`src/rtl/id_queue_pkg.sv`:
```
// Shared decode constants, operand-select enums and the decode bundle
// exchanged between the instruction decoder and the queue/issue stage.
package id_queue_pkg;

  // Major opcodes
  localparam logic [6:0] INST_TYPE_I   = 7'b0010011;
  localparam logic [6:0] INST_TYPE_L   = 7'b0000011;
  localparam logic [6:0] INST_TYPE_S   = 7'b0100011;
  localparam logic [6:0] INST_TYPE_R_M = 7'b0110011;
  localparam logic [6:0] INST_TYPE_B   = 7'b1100011;
  localparam logic [6:0] INST_JAL      = 7'b1101111;
  localparam logic [6:0] INST_JALR     = 7'b1100111;
  localparam logic [6:0] INST_LUI      = 7'b0110111;
  localparam logic [6:0] INST_AUIPC    = 7'b0010111;
  localparam logic [6:0] INST_FENCE    = 7'b0001111;
  localparam logic [6:0] INST_CSR      = 7'b1110011;
  // The load-use interlock keys off this alias
  localparam logic [6:0] OPC_LOAD      = INST_TYPE_L;

  // funct3 values that need special legality handling
  localparam logic [2:0] F3_ADD_SUB = 3'b000;
  localparam logic [2:0] F3_SLL     = 3'b001;
  localparam logic [2:0] F3_SR      = 3'b101;
  localparam logic [2:0] F3_JALR    = 3'b000;
  localparam logic [2:0] F3_PRIV    = 3'b000;
  localparam logic [2:0] F3_CSR_RSV = 3'b100;

  // funct7 values
  localparam logic [6:0] F7_BASE   = 7'b0000000;
  localparam logic [6:0] F7_ALT    = 7'b0100000;
  localparam logic [6:0] F7_MULDIV = 7'b0000001;

  // Operand source selects produced by the control half of the decoder
  typedef enum logic [1:0] {OP1_ZERO, OP1_RS1, OP1_PC, OP1_UIMM} op1_sel_e;
  typedef enum logic [2:0] {OP2_ZERO, OP2_RS2, OP2_IMM_I, OP2_IMM_S, OP2_FOUR, OP2_UIMM} op2_sel_e;
  typedef enum logic [1:0] {JB_ZERO, JB_PC, JB_RS1} jb_sel_e;
  typedef enum logic [2:0] {JO_ZERO, JO_IMM_B, JO_IMM_J, JO_IMM_I, JO_FOUR} jo_sel_e;

  // Decode bundle of the head entry, captured into the output slot on pop
  typedef struct packed {
    logic        rd_wen;
    logic [4:0]  rd_waddr;
    logic [31:0] op1;
    logic [31:0] op2;
    logic [31:0] jump_base;
    logic [31:0] jump_offs;
    logic        illegal;
    logic        is_load;
  } dec_out_t;

endpackage

```
`src/rtl/id_queue_dec.sv`:
```
// Purely combinational decode of one instruction. Register read addresses
// depend only on the instruction word; operands additionally mux in the
// register-file data, so the address path never loops through read data.
module id_dec
  import id_queue_pkg::*;
#(
  parameter int EN_M = 1
) (
  input  logic [31:0] i_inst,
  input  logic [31:0] i_inst_addr,
  input  logic [31:0] i_reg1_rdata,
  input  logic [31:0] i_reg2_rdata,
  output logic [4:0]  o_reg1_raddr,
  output logic [4:0]  o_reg2_raddr,
  output dec_out_t    o_dec
);

  logic [6:0]  w_opcode;
  logic [2:0]  w_funct3;
  logic [6:0]  w_funct7;
  logic [4:0]  w_rd;
  logic [4:0]  w_rs1;
  logic [4:0]  w_rs2;
  logic [31:0] w_imm_i;
  logic [31:0] w_imm_s;
  logic [31:0] w_imm_b;
  logic [31:0] w_imm_j;
  logic [31:0] w_imm_u;

  logic        w_legal;
  logic        w_rd_wen;
  logic        w_use_rd;
  logic        w_use_rs1;
  logic        w_use_rs2;
  logic        w_is_load;
  op1_sel_e    w_op1_sel;
  op2_sel_e    w_op2_sel;
  jb_sel_e     w_jb_sel;
  jo_sel_e     w_jo_sel;

  assign w_opcode = i_inst[6:0];
  assign w_rd     = i_inst[11:7];
  assign w_funct3 = i_inst[14:12];
  assign w_rs1    = i_inst[19:15];
  assign w_rs2    = i_inst[24:20];
  assign w_funct7 = i_inst[31:25];

  assign w_imm_i = {{20{i_inst[31]}}, i_inst[31:20]};
  assign w_imm_s = {{20{i_inst[31]}}, i_inst[31:25], i_inst[11:7]};
  assign w_imm_b = {{20{i_inst[31]}}, i_inst[7], i_inst[30:25], i_inst[11:8], 1'b0};
  assign w_imm_j = {{12{i_inst[31]}}, i_inst[19:12], i_inst[20], i_inst[30:21], 1'b0};
  assign w_imm_u = {i_inst[31:12], 12'b0};

  // Control decode: legality, register usage and operand sources.
  // Every field is only set on a legal path, so an illegal word falls out
  // with no reads, no writeback and all operand selects at zero.
  always_comb begin
    w_legal   = 1'b0;
    w_rd_wen  = 1'b0;
    w_use_rd  = 1'b0;
    w_use_rs1 = 1'b0;
    w_use_rs2 = 1'b0;
    w_is_load = 1'b0;
    w_op1_sel = OP1_ZERO;
    w_op2_sel = OP2_ZERO;
    w_jb_sel  = JB_ZERO;
    w_jo_sel  = JO_ZERO;
    case (w_opcode)
      INST_TYPE_I: begin
        if ((w_funct3 == F3_SLL) ? (w_funct7 == F7_BASE) :
            (w_funct3 == F3_SR)  ? (w_funct7 == F7_BASE || w_funct7 == F7_ALT) : 1'b1) begin
          w_legal = 1'b1; w_rd_wen = 1'b1; w_use_rd = 1'b1; w_use_rs1 = 1'b1;
          w_op1_sel = OP1_RS1; w_op2_sel = OP2_IMM_I;
        end
      end
      INST_TYPE_R_M: begin
        if (w_funct7 == F7_BASE ||
            (w_funct7 == F7_ALT && (w_funct3 == F3_ADD_SUB || w_funct3 == F3_SR))) begin
          w_legal = 1'b1; w_rd_wen = 1'b1; w_use_rd = 1'b1;
          w_use_rs1 = 1'b1; w_use_rs2 = 1'b1;
          w_op1_sel = OP1_RS1; w_op2_sel = OP2_RS2;
        end else if (w_funct7 == F7_MULDIV && EN_M != 0) begin
          w_legal = 1'b1; w_use_rd = 1'b1; w_use_rs1 = 1'b1; w_use_rs2 = 1'b1;
          w_op1_sel = OP1_RS1; w_op2_sel = OP2_RS2;
          // MUL* write back directly; DIV/REM are multi-cycle in execute,
          // which writes back later and resumes at pc+4
          if (!w_funct3[2]) begin
            w_rd_wen = 1'b1;
          end else begin
            w_jb_sel = JB_PC; w_jo_sel = JO_FOUR;
          end
        end
      end
      INST_TYPE_L: begin
        if (w_funct3 inside {3'b000, 3'b001, 3'b010, 3'b100, 3'b101}) begin
          w_legal = 1'b1; w_rd_wen = 1'b1; w_use_rd = 1'b1; w_use_rs1 = 1'b1;
          w_is_load = 1'b1;
          w_op1_sel = OP1_RS1; w_op2_sel = OP2_IMM_I;
        end
      end
      INST_TYPE_S: begin
        if (w_funct3 inside {3'b000, 3'b001, 3'b010}) begin
          w_legal = 1'b1; w_use_rs1 = 1'b1; w_use_rs2 = 1'b1;
          w_op1_sel = OP1_RS1; w_op2_sel = OP2_IMM_S;
        end
      end
      INST_TYPE_B: begin
        if (!(w_funct3 inside {3'b010, 3'b011})) begin
          w_legal = 1'b1; w_use_rs1 = 1'b1; w_use_rs2 = 1'b1;
          w_op1_sel = OP1_RS1; w_op2_sel = OP2_RS2;
          w_jb_sel = JB_PC; w_jo_sel = JO_IMM_B;
        end
      end
      INST_JAL: begin
        w_legal = 1'b1; w_rd_wen = 1'b1; w_use_rd = 1'b1;
        w_op1_sel = OP1_PC; w_op2_sel = OP2_FOUR;
        w_jb_sel = JB_PC; w_jo_sel = JO_IMM_J;
      end
      INST_JALR: begin
        if (w_funct3 == F3_JALR) begin
          w_legal = 1'b1; w_rd_wen = 1'b1; w_use_rd = 1'b1; w_use_rs1 = 1'b1;
          w_op1_sel = OP1_PC; w_op2_sel = OP2_FOUR;
          w_jb_sel = JB_RS1; w_jo_sel = JO_IMM_I;
        end
      end
      INST_LUI: begin
        w_legal = 1'b1; w_rd_wen = 1'b1; w_use_rd = 1'b1;
        w_op1_sel = OP1_UIMM;
      end
      INST_AUIPC: begin
        w_legal = 1'b1; w_rd_wen = 1'b1; w_use_rd = 1'b1;
        w_op1_sel = OP1_PC; w_op2_sel = OP2_UIMM;
      end
      INST_FENCE: begin
        if (w_funct3 inside {3'b000, 3'b001}) begin
          w_legal = 1'b1; w_jb_sel = JB_PC; w_jo_sel = JO_FOUR;
        end
      end
      INST_CSR: begin
        if (w_funct3 == F3_PRIV) begin
          w_legal = 1'b1;
        end else if (w_funct3 != F3_CSR_RSV) begin
          // Immediate CSR forms (funct3[2]=1) carry zimm in rs1, not a register
          w_legal = 1'b1; w_rd_wen = 1'b1; w_use_rd = 1'b1;
          w_use_rs1 = !w_funct3[2];
        end
      end
      default: ;
    endcase
  end

  assign o_reg1_raddr = w_use_rs1 ? w_rs1 : 5'd0;
  assign o_reg2_raddr = w_use_rs2 ? w_rs2 : 5'd0;

  // Datapath: resolve the selects against immediates, pc and read data
  always_comb begin
    o_dec          = '0;
    o_dec.rd_wen   = w_rd_wen;
    o_dec.rd_waddr = w_use_rd ? w_rd : 5'd0;
    o_dec.illegal  = !w_legal;
    o_dec.is_load  = w_is_load;
    case (w_op1_sel)
      OP1_RS1:  o_dec.op1 = i_reg1_rdata;
      OP1_PC:   o_dec.op1 = i_inst_addr;
      OP1_UIMM: o_dec.op1 = w_imm_u;
      default:  o_dec.op1 = 32'd0;
    endcase
    case (w_op2_sel)
      OP2_RS2:   o_dec.op2 = i_reg2_rdata;
      OP2_IMM_I: o_dec.op2 = w_imm_i;
      OP2_IMM_S: o_dec.op2 = w_imm_s;
      OP2_FOUR:  o_dec.op2 = 32'd4;
      OP2_UIMM:  o_dec.op2 = w_imm_u;
      default:   o_dec.op2 = 32'd0;
    endcase
    case (w_jb_sel)
      JB_PC:   o_dec.jump_base = i_inst_addr;
      JB_RS1:  o_dec.jump_base = i_reg1_rdata;
      default: o_dec.jump_base = 32'd0;
    endcase
    case (w_jo_sel)
      JO_IMM_B: o_dec.jump_offs = w_imm_b;
      JO_IMM_J: o_dec.jump_offs = w_imm_j;
      JO_IMM_I: o_dec.jump_offs = w_imm_i;
      JO_FOUR:  o_dec.jump_offs = 32'd4;
      default:  o_dec.jump_offs = 32'd0;
    endcase
  end

endmodule

```
`src/rtl/id_queue.sv`:
```
// Buffered decode stage: a FIFO of fetched instructions, decode of the head
// entry, a load-use interlock and a registered output slot toward execute.
//
// Handshakes: a transfer happens on a rising edge where valid and ready are
// both 1. Fetch side: inst_valid_i/inst_ready_o, where ready depends only on
// reset and queue fullness. Execute side: valid_o/ready_i, and valid_o plus
// all slot contents stay stable while valid_o=1 and ready_i=0. flush_i
// overrides both sides for that cycle.
module id_queue
  import id_queue_pkg::*;
#(
  parameter int FIFO_DEPTH = 4,
  parameter int EN_M       = 1,
  parameter int EN_HAZARD  = 1
) (
  input  logic        clk,
  input  logic        rst_n,
  input  logic        inst_valid_i,
  output logic        inst_ready_o,
  input  logic [31:0] inst_i,
  input  logic [31:0] inst_addr_i,
  input  logic        flush_i,
  output logic [4:0]  reg1_raddr_o,
  output logic [4:0]  reg2_raddr_o,
  input  logic [31:0] reg1_rdata_i,
  input  logic [31:0] reg2_rdata_i,
  output logic        valid_o,
  input  logic        ready_i,
  output logic [31:0] inst_o,
  output logic [31:0] inst_addr_o,
  output logic [31:0] op1_o,
  output logic [31:0] op2_o,
  output logic [31:0] jump_base_addr_o,
  output logic [31:0] jump_offs_addr_o,
  output logic [31:0] reg1_rdata_o,
  output logic [31:0] reg2_rdata_o,
  output logic        rd_wen_o,
  output logic [4:0]  rd_waddr_o,
  output logic        illegal_o
);

  localparam int PTR_W = $clog2(FIFO_DEPTH);
  localparam logic [PTR_W:0] DEPTH_CNT = (PTR_W + 1)'(FIFO_DEPTH);
  localparam logic [PTR_W:0] PTR_ONE   = (PTR_W + 1)'(1);

  // Queue storage and pointers (extra MSB tells full from empty)
  logic [31:0]    r_inst_mem [FIFO_DEPTH];
  logic [31:0]    r_addr_mem [FIFO_DEPTH];
  logic [PTR_W:0] r_wr_ptr;
  logic [PTR_W:0] r_rd_ptr;

  // Output slot
  logic        r_valid;
  logic [31:0] r_inst;
  logic [31:0] r_inst_addr;
  logic [31:0] r_op1;
  logic [31:0] r_op2;
  logic [31:0] r_jump_base;
  logic [31:0] r_jump_offs;
  logic [31:0] r_reg1_rdata;
  logic [31:0] r_reg2_rdata;
  logic        r_rd_wen;
  logic [4:0]  r_rd_waddr;
  logic        r_illegal;
  logic        r_is_load;

  logic [PTR_W:0] w_count;
  logic           w_empty;
  logic           w_full;
  logic           w_push;
  logic           w_pop;
  logic           w_free;
  logic           w_hazard;
  logic [31:0]    w_head_inst;
  logic [31:0]    w_head_addr;
  logic [4:0]     w_reg1_raddr;
  logic [4:0]     w_reg2_raddr;
  dec_out_t       w_dec;

  assign w_count = r_wr_ptr - r_rd_ptr;
  assign w_empty = (w_count == '0);
  assign w_full  = (w_count == DEPTH_CNT);

  assign inst_ready_o = rst_n & !w_full;
  assign w_push       = inst_valid_i & inst_ready_o & !flush_i;
  assign w_free       = !r_valid | ready_i;

  // An empty queue presents an all-zero word: it decodes as illegal with no
  // register reads, so the read ports sit at x0 and no hazard can fire.
  assign w_head_inst = w_empty ? 32'd0 : r_inst_mem[r_rd_ptr[PTR_W-1:0]];
  assign w_head_addr = w_empty ? 32'd0 : r_addr_mem[r_rd_ptr[PTR_W-1:0]];

  id_dec #(
    .EN_M (EN_M)
  ) u_dec (
    .i_inst       (w_head_inst),
    .i_inst_addr  (w_head_addr),
    .i_reg1_rdata (reg1_rdata_i),
    .i_reg2_rdata (reg2_rdata_i),
    .o_reg1_raddr (w_reg1_raddr),
    .o_reg2_raddr (w_reg2_raddr),
    .o_dec        (w_dec)
  );

  assign reg1_raddr_o = w_reg1_raddr;
  assign reg2_raddr_o = w_reg2_raddr;

  // Load result is not available until the load leaves execute, so a head
  // instruction reading the slot's load destination waits one cycle. Unused
  // read ports are already x0, and rd=x0 is excluded explicitly.
  assign w_hazard = (EN_HAZARD != 0) && r_valid && r_is_load && (r_rd_waddr != 5'd0) &&
                    ((w_reg1_raddr == r_rd_waddr) || (w_reg2_raddr == r_rd_waddr));

  assign w_pop = !w_empty & w_free & !w_hazard & !flush_i;

  // Queue storage write; contents need no reset since pointers gate reads
  always_ff @(posedge clk) begin
    if (w_push) begin
      r_inst_mem[r_wr_ptr[PTR_W-1:0]] <= inst_i;
      r_addr_mem[r_wr_ptr[PTR_W-1:0]] <= inst_addr_i;
    end
  end

  // Queue pointers: flush empties, otherwise advance on push/pop
  always_ff @(posedge clk) begin
    if (!rst_n) begin
      r_wr_ptr <= '0;
      r_rd_ptr <= '0;
    end else if (flush_i) begin
      r_wr_ptr <= '0;
      r_rd_ptr <= '0;
    end else begin
      if (w_push) r_wr_ptr <= r_wr_ptr + PTR_ONE;
      if (w_pop)  r_rd_ptr <= r_rd_ptr + PTR_ONE;
    end
  end

  // Output slot: load on pop, drain when free and nothing pops, else hold
  always_ff @(posedge clk) begin
    if (!rst_n) begin
      r_valid      <= 1'b0;
      r_inst       <= '0;
      r_inst_addr  <= '0;
      r_op1        <= '0;
      r_op2        <= '0;
      r_jump_base  <= '0;
      r_jump_offs  <= '0;
      r_reg1_rdata <= '0;
      r_reg2_rdata <= '0;
      r_rd_wen     <= 1'b0;
      r_rd_waddr   <= '0;
      r_illegal    <= 1'b0;
      r_is_load    <= 1'b0;
    end else if (flush_i) begin
      r_valid   <= 1'b0;
      r_is_load <= 1'b0;
    end else if (w_pop) begin
      r_valid      <= 1'b1;
      r_inst       <= w_head_inst;
      r_inst_addr  <= w_head_addr;
      r_op1        <= w_dec.op1;
      r_op2        <= w_dec.op2;
      r_jump_base  <= w_dec.jump_base;
      r_jump_offs  <= w_dec.jump_offs;
      r_reg1_rdata <= reg1_rdata_i;
      r_reg2_rdata <= reg2_rdata_i;
      r_rd_wen     <= w_dec.rd_wen;
      r_rd_waddr   <= w_dec.rd_waddr;
      r_illegal    <= w_dec.illegal;
      r_is_load    <= w_dec.is_load;
    end else if (w_free) begin
      r_valid <= 1'b0;
    end
  end

  assign valid_o          = r_valid;
  assign inst_o           = r_inst;
  assign inst_addr_o      = r_inst_addr;
  assign op1_o            = r_op1;
  assign op2_o            = r_op2;
  assign jump_base_addr_o = r_jump_base;
  assign jump_offs_addr_o = r_jump_offs;
  assign reg1_rdata_o     = r_reg1_rdata;
  assign reg2_rdata_o     = r_reg2_rdata;
  assign rd_wen_o         = r_rd_wen;
  assign rd_waddr_o       = r_rd_waddr;
  assign illegal_o        = r_illegal;

endmodule

```
`config.mk`:
```
export PLATFORM = sky130hd
export DESIGN_NAME = id_queue
export DESIGN_NICKNAME = d
export VERILOG_FILES = /design/src/rtl/id_queue_pkg.sv /design/src/rtl/id_queue_dec.sv /design/src/rtl/id_queue.sv
export SDC_FILE = /design/constraint.sdc
export NUM_CORES = 1
export LEC_CHECK = 0
export ABC_AREA = 0
export BUFFER_PORTS_ARGS = -buffer_cell sky130_fd_sc_hd__buf_2
export CAP_MARGIN = 15
export CORE_MARGIN = 2
export CORE_UTILIZATION = 59
export DETAILED_ROUTE_END_ITERATION = 16
export MAX_ROUTING_LAYER = met4
export PLACE_DENSITY = 0.82
export SLEW_MARGIN = 40
export SYNTH_ARGS = -nofsm -noshare
export SYNTH_HDL_FRONTEND = slang
export SYNTH_HIERARCHICAL = 1
export SYNTH_SLANG_ARGS = --single-unit
```
`constraint.sdc`:
```
create_clock -name clk -period 5.1 [get_ports clk]
set_clock_uncertainty 0.05 [all_clocks]
set_input_delay 0.765 -clock clk [delete_from_list [all_inputs] [get_ports clk]]
set_output_delay 0.765 -clock clk [all_outputs]
set_load 0.05 [all_outputs]
```
# Yosys cells after proc, flatten, opt, wreduce, memory -nomap -nowiden
# Memories as Yosys holds them, arrays and structs flattened. A register that Yosys moved wholly into a read port is not among the register bits.
# Index checks and enable logic that the tools add are counted.
# classes
reduce_logical,28
mul,0
order_cmp,0
bitwise,9
eq_ne,36
mux,68
add_sub_neg,3
div,0
n_shift,0
# ops
operator,n
one-hot mux 32 bit (5 select lines),1
one-hot mux 32 bit (4 select lines),1
one-hot mux 32 bit (3 select lines),1
2-to-1 mux 32 bit,2
one-hot mux 32 bit (2 select lines),1
2-to-1 mux 1 bit,32
equality test 7 x 6 -> 1 bit (second input constant),4
equality test 7 bit (second input constant),4
2-to-1 mux 2 bit,12
one-hot mux 3 bit (8 select lines),1
equality test 3 x 2 -> 1 bit (second input constant),6
equality test 3 bit (second input constant),6
2-to-1 mux 3 bit,6
one-hot mux 2 bit (8 select lines),1
2-to-1 mux 5 bit,3
one-hot mux 3 bit (5 select lines),1
equality test 7 x 5 -> 1 bit (second input constant),2
one-hot mux 1 bit (6 select lines),2
equality test 5 bit,2
one-hot mux 2 bit (5 select lines),1
nonzero test 5 bit,2
equality test 3 x 1 -> 1 bit (second input constant),3
one-hot mux 1 bit (9 select lines),1
equality test 7 x 1 -> 1 bit (second input constant),1
other kinds (22),48
# word_totals
rom_bits,0
ff_bits,271
memories,2
ram_bits,256
latch_bits,0
# memory_table
memory,words,word_bits,rd,rd_clocked_by_memory_dff,write_ports,line,text
r_addr_mem,4,32,1,1,1,id_queue.sv:48,logic [31:0] r_addr_mem [FIFO_DEPTH];
r_inst_mem,4,32,1,1,1,id_queue.sv:47,logic [31:0] r_inst_mem [FIFO_DEPTH];

# Logic depth before layout (Yosys ltp)
# Gate-level depths: netlist (run 1).
# logic_depth
word_depth,18
mapped_depth,22

# Cells and area by module
# The synthesis (run 1) kept the hierarchy.
# modules_own_cells
mod,area_per_inst_um2,cells_each,n_inst
id_queue,26953.4,2436,1
id_dec,2179.6,322,1

# Least setup slack after synthesis (run 1)
# No wires, ideal clock.
# synth_path
path_type,register to register
from,register with a tool-made name
to,register r_reg1_rdata[0] (netlist: reg1_rdata_o[0])
path_slack_ps,-98
setup_time_ps,106
stages_incl_launch_ff,19
arrival_time_ps,5042
path_cell_list,dfxtp_1 buf_2 buf_1 mux4_2 and3_1 buf_2 or2_2 a221oi_2 a2bb2oi_4 clkbuf_1 nor2_1 xnor2_1 nand3_1 o22ai_2 buf_2 buf_2 buf_1 nand4_1 o311ai_0
# synth_rtl
element,line,text
to (signal assigned),id_queue.sv:165,r_reg1_rdata <= reg1_rdata_i;
to (decl),id_queue.sv:60,logic [31:0] r_reg1_rdata;

# Worst setup path after layout (run 1)
# layout_path
from,register r_wr_ptr[0]
to,output port reg2_raddr_o[3]
# layout_rtl
element,line,text
from (decl),id_queue.sv:49,logic [PTR_W:0] r_wr_ptr;
from (signal assigned),id_queue.sv:133,if (w_push) r_wr_ptr <= r_wr_ptr + PTR_ONE;
subtractor 3 bit (*),id_queue.sv:80,assign w_count = r_wr_ptr - r_rd_ptr;
logical NOT 3 bit (*),id_queue.sv:81,assign w_empty = (w_count == '0);
2-to-1 mux 32 bit (*),id_queue.sv:90,assign w_head_inst = w_empty ? 32'd0 : r_inst_mem[r_rd_ptr[PTR_W-1:0]];
via w_head_inst[26],id_queue.sv:74,logic [31:0] w_head_inst;
equality test 7 x 6 -> 1 bit,id_queue_dec.sv:78,(w_funct7 == F7_ALT && (w_funct3 == F3_ADD_SUB || w_funct3 == F3_SR))) begin
logical AND 1 bit,id_queue_dec.sv:78,
logical OR 1 bit,id_queue_dec.sv:77,if (w_funct7 == F7_BASE ||
2-to-1 mux 1 bit (*),id_queue_dec.sv:77,
one-hot mux 1 bit (3 select lines) (*),id_queue_dec.sv:68,case (w_opcode)
2-to-1 mux 5 bit (*),id_queue_dec.sv:153,assign o_reg2_raddr = w_use_rs2 ? w_rs2 : 5'd0;
to (decl),id_queue.sv:24,"output logic [4:0] reg2_raddr_o,"
# Mark *: on every way through the listed nets, which the timed path passes. The rest lies on a longest branch.

==> results of run 1 <==
-- cell usage in the layout (no fill, tap or decap), types with 6 or more instances in the layout --
master,Yosys,layout
clkbuf_8,0,8
nor2_1,50,45
buf_2,59,406
clkbuf_1,296,8
a22oi_1,34,34
o311ai_1,161,162
a21o_1,30,30
buf_12,0,23
buf_16,0,6
bufinv_16,0,11
dfxtp_1,273,271
buf_4,18,51
mux4_2,64,64
nand4_1,268,268
diode_2,0,12
o311ai_0,106,105
inv_1,13,13
xnor2_1,13,12
nand2_1,290,290
clkinv_2,0,7
a2111oi_0,64,64
a2111oi_2,137,137
a31oi_1,266,266
clkbuf_16,0,58
and3_1,69,68
edfxtp_1,256,256
a221o_1,20,20
clkinv_1,0,7
a22o_1,41,41
and2_1,23,17
a41oi_1,64,62
ha_1,9,9
-- sequential cells by signal (all words and copies together), names as in the netlist, named ones only --
name	flops
valid_o	1
r_addr_mem	128
reg2_rdata_o	32
r_rd_ptr	3
reg1_rdata_o	32
jump_base_addr_o	32
illegal_o	1
rd_waddr_o	5
jump_offs_addr_o	32
op1_o	32
r_inst_mem	128
inst_addr_o	32
rd_wen_o	1
r_is_load	1
r_wr_ptr	3
op2_o	32
inst_o	32
-- per-layer routing --
metal	vias to the layer above	GRT usage [%]	share of wire (%)
li1	11885	-	-
met1	13429	52.6	39
met2	1936	52.0	44
met3	313	9.68	12
met4	0	16.1	4.8
met5	-	-	0
-- worst register-to-register path: stages, from the launching register on --
cell and delay [ns]:
dfxtp_1 0.36, inv_1 0.12, ha_1 0.32, nand2_1 0.10, or3_4 0.52, buf_4 0.25, and3_1 0.21, buf_4 0.16
nor3_1 0.19, nand4_1 0.23, a2bb2oi_4 0.24, o2111ai_2 0.14, and2_1 0.22, xnor2_1 0.15, nand3_2 0.21, o22ai_4 0.26
buf_12 0.28, buf_12 0.36, nand4_1 0.15, o311ai_0 0.14
-- logic make-up after synthesis --
group | count (synthesis)
AOI/OAI and AO/OA | 959
and+or+nand+nor | 740
DFF | 529
buffers and inverters | 440
muxes | 66
xor gates and xnor gates | 15
adders and majority gates | 9
-- power by group through the flow --
stage	Combinational (W)	Clock (W)	Sequential, W
CTS	0.00109	0.00453	0.00458
finish	0.00113	0.00451	0.00458
floorplan	0.000560	0	0.00483
detailed placement	0.00108	0	0.00467
global route	0.00118	0.00468	0.00458
global placement	0.00105	0	0.00466
-- worst paths after layout --
path | slack, ns | start | depth (start not counted) | endpoint
worst max-delay path | 0.24 | r_wr_ptr[0]$_SDFFE_PP0P_ | 13 | reg2_raddr_o[3]
worst min-delay path | 0.29 | inst_i[29] | 1 | r_inst_mem[0][29]$_DFFE_PP_
worst max register to register | 0.30 | r_wr_ptr[0]$_SDFFE_PP0P_ | 19 | op1_o[12]$_SDFFE_PN0P_
worst min register to register | 0.46 | jump_offs_addr_o[26]$_SDFFE_PN0P_ | 2 | jump_offs_addr_o[26]$_SDFFE_PN0P_
-- per-stage QoR --
stage / setup WS (ns) / TNS, ns
finish: 0.244 / 0
global route: -0.0283 / -0.0359
CTS: 0.183 / 0
detailed placement: 0.272 / 0
global placement: 0.406 / 0
floorplan: 0.110 / 0
-- what timing repair did --
action	4_1_cts	5_1_grt
buffers inserted	0	1
endpoints found under the setup margin	0	82
gates resized for setup	0	9
-- layout make-up --
| class | count | share of cell area (%) |
|---|---|---|
| Inverter | 13 | 0.146 |
| Multi-Input combinational cell | 1791 | 42.5 |
| Clock inverter | 30 | 1.36 |
| Clock buffer | 73 | 4.68 |
| Tap cell | 664 | 2.48 |
| Antenna cell | 12 | 0.0898 |
| Timing Repair Buffer | 492 | 9.34 |
| Sequential cell | 529 | 39.3 |
==> impl_metrics.csv, run 1 <==
group,metric,value,unit
power_and_ir_drop,leakagePower,11.1,nW
synth,synth_top_area_cell,"edfxtp_1",
flow_run,drv_cap,0,
detailed_routing,post_drt_wl_per_cell,27.3,um
clock_network,cts_buffer_depth,3,
detailed_routing,vias,27563,
sta,relSlewSlack,42.1,%
synth,synth.area.top_cells,"edfxtp_1 26%, dfxtp_1 19%, a2111oi_2 7.1%, nand4_1 5.8%, a31oi_1 5.7%",
global_route,grt_util_all_layers,37.7,%
status,status,"completed",
clock_network,cts.clk_slew.worst_paths,0.06,ns
finish,nNetsFinal,3025,
power_and_ir_drop,irDropWorstVdd,0.328,mV
clock_network,cts_sinks,529,
worst_setup_path,max_stage_delay,0.52,ns
finish,finish.utilization,68.5,%
clock_network,ctsHoldBuffers,0,
placed_design,hpwl,61400,um
power_and_ir_drop,p_seq_share,44.8,%
global_route,grt_antenna_before_repair,13,
finish,fin_area,33400,um2
power_and_ir_drop,p_total,0.0102,W
synth,synth-async-reset-ratio,0,%
clock_network,tritoncts,"done",
floorplanning,start_util,59.6,%
power_and_ir_drop,p_clk_share,44.1,%
worst_setup_path,endpoint_kind,"primary output",
power_and_ir_drop,p_int,0.00751,W
synth,syn_area,29100,um2
finish,area_growth,14.8,%
clock_network,worst_skew_pair.late_latency,0.64,ns
worst_setup_path,cpMostUsedCell,"buf_4",
finish,nFillCells,3564,
power_and_ir_drop,powerDensity,306,nW/um2
sta,finalCritPeriodShare,95.2,%
floorplanning,die-area,51200,um2
detailed_routing,drt-total-wl,98500,um
floorplanning,dieHeight,226,um
worst_setup_path,critPathMaxFanout,24,
clock_network,cts-root-buf,"clkbuf_16",
worst_setup_path,cp_slowest_cell,"or3_4",
sta,slew_violations,0,
synth,ys_top_cells_by_count,"296 x clkbuf_1, 290 x nand2_1, 273 x dfxtp_1",
detailed_routing,drtIter0Drc,4230,
sta,final-hold-violation-count,0,
floorplanning,core-area,48800,um2
clock_network,cts-htree-levels,2,
synth,syn_avg_cell_area,10.6,um2
detailed_routing,final_antenna_net_count,0,
placed_design,place_inst,3482,
sta,setup_violations,0,
synth,yosysMostFrequentCell,"clkbuf_1",
synth,synth_top_family_by_area,"compound AO/OA/AOI/OAI gates",
synth,synth_seq_cells,529,
synth,synthXorXnorAreaFrac,0.451,%
worst_setup_path,critPathKind,"flip-flop to primary output",
min_path,hp-class,"primary input to flip-flop",
worst_setup_path,cp_cell_sequence,"inv_1, ha_1, nand2_1, or3_4, buf_4, and3_1, buf_4, nor3_1, nand4_1, a2bb2oi_4, buf_4, nor2_2, buf_2",
finish,multi_input_area,14200,um2
synth,synth_adder_area_share,0.387,%
synth,synth-edff-count,256,
clock_network,cts_buffers,56,
detailed_routing,firstDrtPassIters,7,
synth,synth-simple-area-share,13.1,%
floorplanning,io_pins,408,
synth,netlist_instances,2758,
sta,hold_ws,0.289,ns
power_and_ir_drop,switching_share,26.6,%
global_route,overflow,0,
synth,ys_types,65,
placed_design,post_dp_cell_area,31200,um2
worst_setup_path,cp.required,4.28,ns
synth,synth.area.mux_share,5.02,%
placed_design,portBuffers,407,
synth,ys_seq_area_share,45.1,%
sta,tightest_slew,0.869,ns
global_route,grt_start_max_net_pins,245,
detailed_routing,via_per_inst,7.65,
worst_setup_path,cp_top_family,"simple AND/OR/NAND/NOR gates",
synth,netlist.area_leader.share,26.4,%
power_and_ir_drop,switching_power,0.00272,W
finish,finalNonFillerCells,3604,
synth,synthesis.nets,2900,
placed_design,place.gp.congestion,0.924,
synth,synth_compound_area_share,29.3,%
detailed_routing,drc_errors,0,
sta,fin_crit,4.86,ns
floorplanning,rows,81,
synth,synthFlopType,"dfxtp_1",
global_route,grt_pass1_vias,24644,
finish,drive_gt1_share,28.2,%
sta,timing.fmax,206,MHz
floorplanning,die_x,226,um
worst_setup_path,worst-path-buf-inv,5,
global_route,grt_pass1_wl,147000,um
synth,yosysWarnings,6,
worst_setup_path,worst_ep_arrival_time,4.04,ns
power_and_ir_drop,power_frac_comb,11.1,%
finish,regArea,13200,um2
worst_setup_path,start_kind,"flip-flop",
Power figures use the tool's default switching activity.
==> run 2, diff against run 1 <==
CELL_PAD_IN_SITES_DETAIL_PLACEMENT = 2   (was default)
CELL_PAD_IN_SITES_GLOBAL_PLACEMENT = 2   (was default)
CORE_UTILIZATION = 38   (was 59)
CTS_CLUSTER_DIAMETER = 50   (was default)
PLACE_DENSITY = 0.81   (was 0.82)
==> run 2 against run 1 <==
  * Sequential power barely moved
  * Hold slack got worse by 0.0097 ns
  * Highest routed layer unchanged
  * Flip-flop and latch count did not move
  * Largest power group is now the clock network
==> impl_metrics.csv, run 2 (synthesis results as in run 1) <==
group,metric,value,unit
placed_design,post_dp_cell_area,31800,um2
clock_network,cts-root-buf,"clkbuf_16",
worst_setup_path,reg2reg_from,"r_wr_ptr[0]$_SDFFE_PP0P_",
detailed_routing,via_per_inst,6.90,
worst_setup_path,critPathMaxFanout,69,
sta,tightest_slew,0.933,ns
sta,final-hold-violation-count,0,
worst_setup_path,reg2reg_to,"inst_addr_o[16]$_SDFFE_PN0P_",
global_route,grt_antenna_before_repair,7,
power_and_ir_drop,p_total,0.0116,W
finish,drive_gt1_share,29.9,%
clock_network,cts_buffer_depth,3,
floorplanning,die-area,78900,um2
clock_network,cts.clk_slew.worst_paths,0.06,ns
floorplanning,rows,101,
global_route,overflow,0,
sta,slew_violations,0,
clock_network,cts-htree-levels,3,
global_route,grt_pass1_wl,189000,um
flow_run,drv_cap,0,
finish,nFillCells,7656,
sta,finalCritPeriodShare,98.5,%
detailed_routing,post_drt_wl_per_cell,31.6,um
sta,hold_ws,0.280,ns
min_path,whs_endpoint,"r_inst_mem[3][19]$_DFFE_PP_",
worst_setup_path,endpoint_kind,"flip-flop",
worst_setup_path,reg2reg_depth,17,
worst_setup_path,start_kind,"flip-flop",
status,status,"completed",
placed_design,post-place-ws,-0.227,ns
clock_network,ctsHoldBuffers,0,
detailed_routing,drtIter0Drc,2789,
detailed_routing,drt-total-wl,127000,um
detailed_routing,vias,27802,
clock_network,cts_buffers,81,
floorplanning,die_x,281,um
placed_design,place.gp.congestion,0.908,
global_route,grt_start_max_net_pins,211,
worst_setup_path,cp.required,5.52,ns
sta,setup_tns,0,ns
min_path,hp-start,"inst_i[19]",
worst_setup_path,worst_ep_arrival_time,5.44,ns
min_path,hp-class,"primary input to flip-flop",
sta,fin_ws,0.0775,ns
clock_network,worst_skew_pair.late_latency,0.66,ns
floorplanning,core-area,75900,um2
sta,timing.fmax,199,MHz
floorplanning,start_util,38.4,%
clock_network,tritoncts,"done",
power_and_ir_drop,powerDensity,333,nW/um2
placed_design,portBuffers,407,
clock_network,cts_sinks,529,
detailed_routing,drc_errors,0,
sta,fin_crit,5.02,ns
worst_setup_path,rrSetupSlack,0.08,ns
detailed_routing,final_antenna_net_count,0,
min_path,whs_path_depth,1,
global_route,grt_util_all_layers,32.0,%
finish,layout_commonest_cell,"buf_2",
placed_design,hpwl,81900,um
floorplanning,io_pins,408,
worst_setup_path,critPathKind,"flip-flop to flip-flop",
sta,relSlewSlack,37.8,%
finish,area_growth,19.9,%
floorplanning,dieHeight,281,um
finish,mostFrequentLayoutCells,"405 x buf_2, 290 x nand2_1, 271 x dfxtp_1, 268 x nand4_1, 266 x a31oi_1",
power_and_ir_drop,irDropWorstVdd,0.298,mV
finish,fin_area,34900,um2
global_route,grt_pass1_vias,28326,
detailed_routing,firstDrtPassIters,5,
finish,nNetsFinal,3067,
power_and_ir_drop,leakagePower,11.6,nW
worst_setup_path,critPathLaunch,"r_wr_ptr[0]$_SDFFE_PP0P_",
sta,setup_violations,0,
[run 2: changes by cell type in the layout (fill, tap and decap cells not counted), moves of 6 or more]
cell       previous run  this run
buf_4                51        61
clkbuf_16            58        83
clkinv_2              7        13
clkinv_4              1         8
diode_2              12         6
inv_6                 0         7
[run 2: worst max-delay path by stage]
stage	depth (start not counted)	to	slack [ns]
after floorplan	18	reg1_rdata_o[0]$_SDFFE_PN0P_	0.11
after global placement	17	inst_o[29]$_SDFFE_PN0P_	0.39
after detailed placement	16	inst_o[12]$_SDFFE_PN0P_	-0.23
after CTS	12	reg1_raddr_o[4]	0.02
after global routing	20	jump_base_addr_o[14]$_SDFFE_PN0P_	-0.02
final	17	inst_addr_o[16]$_SDFFE_PN0P_	0.08
[run 2: metal layers]
layer  global-route usage, %  wire [um]  up-vias  share of wire, %
li1                        -          -    11953                 -
met1                    42.3      54200    14506                43
met2                    48.7      59000     1111                46
met3                    6.61       9570      232               7.5
met4                    11.2       4440        0               3.5
met5                       -          0        -                 0
[run 2: area by class of cell]
cell class	instances	area, um2	area share, %
flip-flops and latches	529	13200	37.7
repair buffers	508	3320	9.51
well taps	1030	1290	3.69
inverters	13	48.8	0.140
clock inverters	53	678	1.94
multi-input cells	1792	14300	40.8
diodes	6	15.0	0.0430
clock buffers	99	2150	6.17
[run 2: timing repair]
| action | in CTS | in global routing |
|---|---|---|
| pin swaps | 4 | 2 |
| setup endpoints to repair | 181 | 230 |
| setup buffers | 1 | 2 |
| gates cloned | 2 | 3 |
| resized for setup | 4 | 13 |
| hold endpoints to repair | 0 | 0 |
[run 2: through the flow]
| stage | util (%) | instances |
|---|---|---|
| floorplan | - | 2758 |
| global placement | 41.6 | 3853 |
| detailed placement | 41.9 | 3862 |
| CTS | 45.7 | 4017 |
| global route | 46.0 | 4030 |
| finish | 46.0 | 4030 |
[run 2: critical path: stages (launching register included)]
cell and delay [ns]:
dfxtp_1 0.39, inv_1 0.13, ha_1 0.33, and2_4 0.22, nand3_4 0.21, buf_4 0.27
and3_1 0.26, nor2_1 0.24, nand4_1 0.20, or3_1 0.50, o2111ai_2 0.17, and2_1 0.26
xnor2_1 0.18, nand3_2 0.20, o22a_4 0.37, buf_12 0.22, a41oi_1 0.32, o311ai_0 0.25
[run 2: where the power goes]
group          switching [W]  internal [W]
clock network        0.00231       0.00350
logic               0.000945      0.000278
registers          0.0000611       0.00453
total                0.00332       0.00830
